[src/rtl/ring_pkg.sv]
// Shared definitions for the ring transmit arbiter: slot types, header layout,
// FSM state encoding and the header-word builder.
package ring_pkg;

    localparam logic [3:0] SLOT_TOKEN     = 4'd1;
    localparam logic [3:0] SLOT_NULL      = 4'd7;
    localparam logic [3:0] SLOT_MESSAGE   = 4'd8;
    localparam logic [3:0] SLOT_BROADCAST = 4'd12;
    localparam logic [3:0] NULL_SLOT      = SLOT_NULL;

    localparam int HDR_SRC_LSB  = 10;
    localparam int HDR_TYPE_LSB = 6;
    localparam int HDR_LEN_LSB  = 0;

    typedef enum logic [2:0] {
        ST_IDLE       = 3'd0,
        ST_WAIT_TOKEN = 3'd1,
        ST_WAIT_N     = 3'd2,
        ST_SEND_HDR   = 3'd3,
        ST_SEND_PAY   = 3'd4
    } tx_state_e;

    function automatic logic [31:0] make_header(input logic [3:0] src,
                                                input logic [3:0] msg_type,
                                                input logic [5:0] len);
        logic [31:0] hdr;
        hdr = 32'd0;
        hdr[HDR_SRC_LSB  +: 4] = src;
        hdr[HDR_TYPE_LSB +: 4] = msg_type;
        hdr[HDR_LEN_LSB  +: 6] = len;
        return hdr;
    endfunction

endpackage

[src/rtl/ring_tx_arbiter_rr.sv]
// Combinational round-robin pick: first set request at or above rrPtr, wrapping.
module rr_arbiter #(
    parameter int NREQ = 4,
    parameter int IW   = $clog2(NREQ)
) (
    input  logic [NREQ-1:0] req,
    input  logic [IW-1:0]   rrPtr,
    output logic [NREQ-1:0] gntOneHot,
    output logic [IW-1:0]   gntIdx,
    output logic            valid
);

    int            cand_s;
    logic [IW-1:0] cand_idx_s;
    logic          found_s;

    // Scan requesters starting at the pointer and keep the first hit
    always_comb begin
        cand_s     = 0;
        cand_idx_s = '0;
        found_s    = 1'b0;
        gntIdx     = '0;
        for (int k = 0; k < NREQ; k++) begin
            cand_s     = int'(rrPtr) + k;
            cand_s     = (cand_s >= NREQ) ? (cand_s - NREQ) : cand_s;
            cand_idx_s = cand_s[IW-1:0];
            if (!found_s && req[cand_idx_s]) begin
                found_s = 1'b1;
                gntIdx  = cand_idx_s;
            end else begin
                found_s = found_s;
            end
        end
    end

    // Expand the chosen index to one-hot
    always_comb begin
        gntOneHot = {NREQ{1'b0}};
        if (found_s) begin
            gntOneHot[gntIdx] = 1'b1;
        end else begin
            gntOneHot = {NREQ{1'b0}};
        end
        valid = found_s;
    end

endmodule

[src/rtl/ring_tx_arbiter.sv]
// Round-robin sharing of the ring transmit path: capture the Token, skip the
// outstanding train, then emit the header and payload words of one sender.
module ring_tx_arbiter
    import ring_pkg::*;
#(
    parameter int NREQ = 4
) (
    input  logic               clock,
    input  logic               reset,
    input  logic [3:0]         whichCore,
    input  logic [3:0]         copyCore,
    input  logic [NREQ-1:0]    req,
    input  logic [4*NREQ-1:0]  reqDest,
    input  logic [4*NREQ-1:0]  reqType,
    input  logic [6*NREQ-1:0]  reqLen,
    input  logic [32*NREQ-1:0] reqData,
    output logic [NREQ-1:0]    dataRd,
    output logic [NREQ-1:0]    sent,
    input  logic [31:0]        RingIn,
    input  logic [3:0]         SlotTypeIn,
    input  logic [3:0]         SrcDestIn,
    output logic [31:0]        txRingOut,
    output logic [3:0]         txSlotTypeOut,
    output logic [3:0]         txSrcDestOut,
    output logic               txDriveRing,
    output logic               txWaiting
);

    localparam int            IW       = $clog2(NREQ);
    localparam logic [IW-1:0] LAST_IDX = IW'(NREQ - 1);
    localparam logic [IW-1:0] ONE_IDX  = IW'(32'd1);

    tx_state_e       state_r, state_n;
    logic [IW-1:0]   rr_ptr_r, rr_ptr_n, gnt_r, gnt_n, next_ptr_s;
    logic [NREQ-1:0] gnt_oh_r, gnt_oh_n, pick_oh_s;
    logic [IW-1:0]   pick_idx_s;
    logic            pick_valid_s;
    logic [3:0]      dest_r, dest_n, type_r, type_n, core_inc_s, msg_slot_s;
    logic [5:0]      len_r, len_n, cnt_r, cnt_n;
    logic [7:0]      burst_r, burst_n;

    rr_arbiter #(.NREQ(NREQ), .IW(IW)) u_rr (
        .req       (req),
        .rrPtr     (rr_ptr_r),
        .gntOneHot (pick_oh_s),
        .gntIdx    (pick_idx_s),
        .valid     (pick_valid_s)
    );

    // Broadcast uses a 4-bit wrap of whichCore+1, so core 15 compares as 0
    assign core_inc_s = whichCore + 4'd1;
    assign msg_slot_s = ((dest_r == whichCore) && (core_inc_s < copyCore)) ? SLOT_BROADCAST : SLOT_MESSAGE;
    assign next_ptr_s = (gnt_r == LAST_IDX) ? {IW{1'b0}} : (gnt_r + ONE_IDX);

    // State and descriptor registers with synchronous active-low reset
    always_ff @(posedge clock) begin
        if (!reset) begin
            state_r  <= ST_IDLE;
            rr_ptr_r <= {IW{1'b0}};
            gnt_r    <= {IW{1'b0}};
            gnt_oh_r <= {NREQ{1'b0}};
            dest_r   <= 4'd0;
            type_r   <= 4'd0;
            len_r    <= 6'd0;
            cnt_r    <= 6'd0;
            burst_r  <= 8'd0;
        end else begin
            state_r  <= state_n;
            rr_ptr_r <= rr_ptr_n;
            gnt_r    <= gnt_n;
            gnt_oh_r <= gnt_oh_n;
            dest_r   <= dest_n;
            type_r   <= type_n;
            len_r    <= len_n;
            cnt_r    <= cnt_n;
            burst_r  <= burst_n;
        end
    end

    // Next-state and ring/requester outputs; idle states pass the ring through
    always_comb begin
        state_n       = state_r;
        rr_ptr_n      = rr_ptr_r;
        gnt_n         = gnt_r;
        gnt_oh_n      = gnt_oh_r;
        dest_n        = dest_r;
        type_n        = type_r;
        len_n         = len_r;
        cnt_n         = cnt_r;
        burst_n       = burst_r;
        txDriveRing   = 1'b0;
        txWaiting     = 1'b0;
        txRingOut     = RingIn;
        txSlotTypeOut = SlotTypeIn;
        txSrcDestOut  = SrcDestIn;
        dataRd        = {NREQ{1'b0}};
        sent          = {NREQ{1'b0}};
        case (state_r)
            ST_IDLE: begin
                if (pick_valid_s) begin
                    gnt_n    = pick_idx_s;
                    gnt_oh_n = pick_oh_s;
                    dest_n   = reqDest[pick_idx_s*4 +: 4];
                    type_n   = reqType[pick_idx_s*4 +: 4];
                    len_n    = reqLen[pick_idx_s*6 +: 6];
                    state_n  = ST_WAIT_TOKEN;
                end else begin
                    state_n  = ST_IDLE;
                end
            end
            ST_WAIT_TOKEN: begin
                txWaiting = 1'b1;
                if (SlotTypeIn == SLOT_TOKEN) begin
                    txDriveRing = 1'b1;
                    txRingOut   = RingIn + {26'd0, len_r} + 32'd1;
                    if (RingIn[7:0] == 8'd0) begin
                        state_n = ST_SEND_HDR;
                    end else begin
                        burst_n = RingIn[7:0];
                        state_n = ST_WAIT_N;
                    end
                end else begin
                    state_n = ST_WAIT_TOKEN;
                end
            end
            ST_WAIT_N: begin
                burst_n = burst_r - 8'd1;
                if (burst_r == 8'd1) begin
                    state_n = ST_SEND_HDR;
                end else begin
                    state_n = ST_WAIT_N;
                end
            end
            ST_SEND_HDR: begin
                txDriveRing   = 1'b1;
                txRingOut     = make_header(whichCore, type_r, len_r);
                txSlotTypeOut = msg_slot_s;
                txSrcDestOut  = dest_r;
                if (len_r == 6'd0) begin
                    sent     = gnt_oh_r;
                    rr_ptr_n = next_ptr_s;
                    state_n  = ST_IDLE;
                end else begin
                    cnt_n    = len_r;
                    state_n  = ST_SEND_PAY;
                end
            end
            ST_SEND_PAY: begin
                txDriveRing   = 1'b1;
                txRingOut     = reqData[gnt_r*32 +: 32];
                txSlotTypeOut = msg_slot_s;
                txSrcDestOut  = dest_r;
                dataRd        = gnt_oh_r;
                cnt_n         = cnt_r - 6'd1;
                if (cnt_r == 6'd1) begin
                    sent     = gnt_oh_r;
                    rr_ptr_n = next_ptr_s;
                    state_n  = ST_IDLE;
                end else begin
                    state_n  = ST_SEND_PAY;
                end
            end
            default: begin
                state_n = ST_IDLE;
            end
        endcase
    end

endmodule

[config.mk]
export PLATFORM = sky130hd
export DESIGN_NAME = ring_tx_arbiter
export DESIGN_NICKNAME = d
export VERILOG_FILES = /design/src/rtl/ring_pkg.sv /design/src/rtl/ring_tx_arbiter_rr.sv /design/src/rtl/ring_tx_arbiter.sv
export SDC_FILE = /design/constraint.sdc
export NUM_CORES = 1
export LEC_CHECK = 0
export BUFFER_PORTS_ARGS = -buffer_cell sky130_fd_sc_hd__buf_4
export CORE_MARGIN = 2
export CORE_UTILIZATION = 36
export DETAILED_ROUTE_END_ITERATION = 12
export MAX_ROUTING_LAYER = met4
export PLACE_DENSITY = 0.68
export SLEW_MARGIN = 20
export SYNTH_ARGS = -nofsm -noshare
export SYNTH_HDL_FRONTEND = slang
export SYNTH_SLANG_ARGS = --single-unit
export TNS_END_PERCENT = 5
[constraint.sdc]
create_clock -name clock -period 3 [get_ports clock]
set_input_delay 0.45 -clock clock [delete_from_list [all_inputs] [get_ports clock]]
set_output_delay 0.45 -clock clock [all_outputs]
set_load 0.05 [all_outputs]
==> qor.csv, run 1 <==
metric,value,unit
run status,"finished, violations left",
violated checks,setup timing,
Worst Hold Class,reg2reg,
vias in the first global route,6156,
post-route ant nets,0,
WL/cell,20.8,µm
Max Slew Vio Count,0,
first-pass GRT wire length,34600,µm
Cells after Synth,629,
Cell Pwr Density,314,nW/µm²
drt total wl,23200,µm
root buffer cell,clkbuf_16,
dominant cells by area after synthesis,"dfxtp_1, mux4_2, mux2i_1",
initial DRC count,640,
vias per cell,5.84,
gr usage total,0.316,
endpoints failing hold,0,
period utilization,1.05,
crit end category,output port,
Synth Cell Area,4920,µm²
Crit path required time,2.55,ns
Synth Area per Inst,7.82,µm²
GRT overflow,0,
# H-tree levels,2,
layout cells sized above 1,0.458,
post-layout net count,1192,
post-synth net total,883,
clk sink count,39,
DR DRC count,0,
reg2reg path depth,6,
worst-margin pin slew,0.774,ns
Layout area overhead,62.2,%
number of distinct library cells after synthesis,66,
"Reg clk slew, reported paths",0.06,ns
share of the synthesized area in the top cell type,0.159,
IO buf count,287,
largest net degree at the start of global routing,39,
initial antenna violation count,1,
post-route insts no fill,1116,
unrepaired setup endpoints after global routing,yes,
Worst setup SP type,input pin,
Final Setup Violations,12,
share of flip-flops with an asynchronous set or reset,0,
Max Cap Viol,0,
placed cell count,1106,
#FFs+latches synth,39,
worst vdd ir,0.228,mV
CTS tree,done,
Initial Util,0.370,
CTS max path bufs,2,
R2R Setup Slk,0.55,ns
Synth area leader,dfxtp_1,
sequential fraction of the synthesis area,0.159,
"Clk Latency, worst-skew pair",0.28,ns
tightest hold margin,0.462,ns
"Primary FF master, synth",dfxtp_1,
post-layout total power,2.51,mW
# IOs,288,
DPL Wire Length,19200,µm
die width,121,µm
final core utilization,0.600,
GP Congestion,0.946,
Post-synth EDFFs,0,
CTS Buf Count,5,
core area,13300,µm²
skew final,0.00574,ns
cell row count,42,
most common library cells after synthesis,"nand2_1, a21oi_1, nor2_1",
Die Area,14600,µm²
DRT Pass-1 Iters,7,
hold-fix buffers at CTS,0,
routed vias,6519,
cell with the most instances after synthesis,nand2_1,
CP max FO,3,
Min-Delay Path Depth,2,
Leak,3.51,nW
final worst slack,-0.164,ns
Place WS,-0.312,ns
Worst Path Arrival,2.71,ns
fmax,0.316,GHz
YS warnings,0,
kind of critical path,in2out,
Die Ht,121,µm
minimum clock period,3.16,ns
Rel. slew slack,0.483,
-- kinds of logic (layout without fill, tap and decap cells) --
kind of cell	Yosys count	count (layout)	synth area share
compound gates	176	176	0.237
xor+xnor	18	18	0.0321
fa+ha+maj	16	16	0.0422
buf+inv	65	375	0.0501
flops	39	39	0.159
mux	69	69	0.223
other cells	0	1	0
simple gates	246	246	0.257
-- flip-flops by register name (all words and copies together) (netlist names) --
name,count
burst_r,8
cnt_r,6
dest_r,4
gnt_oh_r,4
gnt_r,2
len_r,6
rr_ptr_r,2
state_r,3
type_r,4
-- worst max-delay path, stage by stage --
cell and delay [ns]:
buf_6 0.10, or4b_4 0.56, or4_4 0.48, or4_4 0.56
o41ai_2 0.21, nand2_1 0.10, nand3_2 0.11, buf_8 0.15
-- worst paths after layout --
check / startpoint / end
worst max-delay path: SlotTypeIn[1] / txRingOut[23]
worst min-delay path: gnt_oh_r[3] / gnt_oh_r[3]
worst max register to register: state_r[2] / len_r[0]
worst min register to register: gnt_oh_r[3] / gnt_oh_r[3]
-- per-layer routing --
metal  part of all wire  vias up  global-route usage
li1                   -     3038                   -
met1               0.40     3066               0.421
met2               0.47      374               0.489
met3              0.097       41              0.0691
met4              0.028        0              0.0792
met5                  0        -                   -
-- layout by cell type, fill, tap and decap left out, drive strengths merged, types with 9 or more instances in the layout --
cell	synthesis	routed
a21oi	53	53
a221oi	10	10
a31oi	9	9
and2	11	11
and3	12	12
buf	9	347
dfxtp	39	39
ha	15	15
inv	20	20
mux2i	32	32
mux4	32	32
nand2	66	66
nand3	39	39
nor2	49	49
nor3	12	12
o21ai	30	30
o221ai	16	16
o22ai	10	10
xor2	12	12
-- power breakdown --
part,switching (mW),internal [mW]
logic,0.691,0.594
registers,0.0410,0.551
clock network,0.216,0.414
total,0.948,1.56
-- per-stage QoR --
stage          instance area, µm²  TNS, ns
2_1_floorplan                5010    -1.31
3_3_place_gp                 7660    -1.61
3_5_place_dp                 7660    -1.92
4_1_cts                      7920   -0.751
5_1_grt                      7980    -1.93
6_report                     7980    -1.06
-- final cells by class --
| class | instances | area (µm²) |
|---|---|---|
| inverter | 20 | 75.1 |
| tap | 176 | 220 |
| sequential | 39 | 783 |
| clock inverter | 2 | 35.0 |
| timing repair buffer | 347 | 2680 |
| antenna | 1 | 2.50 |
| fill | 1258 | 5320 |
| multi-input combinational | 525 | 4050 |
| clock buffer | 6 | 139 |
-- timing repair --
item,CTS,global route
pin swaps,4,5
gates resized for setup,26,14
hold endpoints to repair,0,0
buffers inserted,0,1
setup endpoints to repair,19,25
Note: power is estimated with default switching activity, not from simulation.
==> inputs of run 2 (changes only) <==
--- a/config.mk
+++ b/config.mk
@@ -6,8 +6,8 @@
 export NUM_CORES = 1
 export LEC_CHECK = 0
 export BUFFER_PORTS_ARGS = -buffer_cell sky130_fd_sc_hd__buf_4
-export CORE_MARGIN = 2
 export CORE_UTILIZATION = 36
+export CTS_CLUSTER_SIZE = 12
 export DETAILED_ROUTE_END_ITERATION = 12
 export MAX_ROUTING_LAYER = met4
 export PLACE_DENSITY = 0.68
==> run 2 against run 1 <==
Against the previous run: the flow still finishes with violations (setup timing); via count fell by 1.5%; first-iteration DRC count decreased by 18%; die area is 3.3% lower; combinational power about the same; critical endpoint unchanged.
==> qor.csv, run 2 (synthesis gave the netlist of run 1 again) <==
metric,value,unit
Die Area,14100,µm²
"Reg clk slew, reported paths",0.06,ns
kind of critical path,in2out,
CP max FO,3,
slowest CP cell,or4_4,
GRT overflow,0,
cell row count,42,
area taken by multi-input logic gates,4040,µm²
fmax,0.315,GHz
Critical R2R Launch,state_r[1],
post-route ant nets,0,
Max Slew Vio Count,0,
initial antenna violation count,0,
Die Ht,119,µm
biggest regs,"burst_r (8), cnt_r (6), len_r (6)",
"commonest non-fill, non-tap cell in the layout",buf_4,
violated checks,setup timing,
DR DRC count,0,
largest net degree at the start of global routing,32,
unrepaired setup endpoints after global routing,yes,
post-layout total power,2.41,mW
Crit path required time,2.55,ns
largest reg by FF count,burst_r,
core area,13300,µm²
worst vdd ir,0.204,mV
Worst Hold Class,reg2reg,
GP Congestion,0.960,
Largest register FFs,8,
post-route insts no fill,1114,
DRT Pass-1 Iters,5,
Place WS,-0.277,ns
DPL Wire Length,18400,µm
gr usage total,0.315,
worst-margin pin slew,0.641,ns
"Clk Latency, worst-skew pair",0.29,ns
# H-tree levels,2,
CTS Buf Count,5,
post-layout net count,1192,
root buffer cell,clkbuf_16,
Crit. Startpoint,SlotTypeIn[1],
Initial Util,0.370,
fillcell total,1250,
final worst slack,-0.175,ns
Leak,3.51,nW
setup repair bufs after CTS,0,
skew final,0.00446,ns
layout cells sized above 1,0.455,
minimum clock period,3.17,ns
worst hold start,gnt_oh_r[3],
Rel. slew slack,0.570,
Cell Pwr Density,302,nW/µm²
crit end category,output port,
die width,119,µm
most frequent cells in the layout,"buf_4, nand2_1, a21oi_1",
first-pass GRT wire length,33400,µm
endpoints failing hold,0,
# diodes,0,
CTS max path bufs,2,
register area,783,µm²
vias in the first global route,6012,
# IOs,288,
end of the critical path,txRingOut[23],
Worst Path Arrival,2.72,ns
WL/cell,19.9,µm
Worst setup SP type,input pin,
Final Setup Violations,10,
critical path's largest stage delay,0.56,ns
Min-Delay Path Depth,2,
run status,"finished, violations left",
clk sink count,39,
Layout area overhead,62.2,%
R2R Setup Slk,0.41,ns
CTS tree,done,
reg2reg path depth,6,
"critical path, cell by cell",buf_6 -> or4b_4 -> or4_4 -> or4_4 -> o41ai_2 -> nand2_1 -> nand3_2 -> buf_6,
period utilization,1.06,
drt total wl,22200,µm
worst r2r dst,len_r[5],
initial DRC count,523,
routed vias,6423,
vias per cell,5.77,
Max Cap Viol,0,
placed cell count,1107,
IO buf count,287,
hold-fix buffers at CTS,0,
-- run 2: where the power goes --
group	internal (mW)	switching [mW]	total, mW
Clock	0.325	0.216	0.541
Combinational	0.593	0.684	1.28
Sequential	0.551	0.0414	0.593
Total	1.47	0.941	2.41
-- run 2: metrics by stage --
step / cell area [µm²] / setup TNS, ns / hold slack (ns) / util
3_3_place_gp: 7710 / -1.29 / 0.448 / 0.580
3_5_place_dp: 7710 / -1.41 / 0.452 / 0.580
2_1_floorplan: 5010 / -1.31 / 0.436 / -
6_report: 7980 / -0.624 / 0.461 / 0.600
5_1_grt: 7980 / -1.56 / 0.477 / 0.600
4_1_cts: 7920 / -0.558 / 0.460 / 0.596
-- run 2: final cells by class --
type / instances / share of cell area
Tap cell: 176 / 0.0276
Clock inverter: 1 / 0.000627
Clock buffer: 6 / 0.0174
Inverter: 20 / 0.00941
Sequential cell: 39 / 0.0982
Multi-Input combinational cell: 525 / 0.506
Timing Repair Buffer: 347 / 0.341
-- run 2: worst min path at each step --
stage	end	slack (ns)
floorplan	gnt_oh_r[0]	0.44
global placement	gnt_oh_r[2]	0.45
detailed placement	gnt_oh_r[3]	0.45
CTS	gnt_oh_r[3]	0.46
global route	gnt_oh_r[3]	0.48
finish	gnt_oh_r[3]	0.46
-- run 2: worst max-delay path: cells and delay by family --
kind            cells  cell delay [ns]
simple gates        5             1.80
buf+inv             2             0.25
compound gates      1             0.21
-- run 2: metal layers --
metal,track usage,up-vias,part of all wire
met5,-,-,0
met4,0.0609,0,0.020
met3,0.0560,35,0.085
met2,0.508,340,0.48
met1,0.414,3015,0.42
li1,-,3033,-
-- run 2: timing repair --
| action | 4_1_cts | 5_1_grt |
|---|---|---|
| gates resized for setup | 18 | 20 |
| pin swaps | 4 | 5 |
| setup endpoints to repair | 17 | 24 |
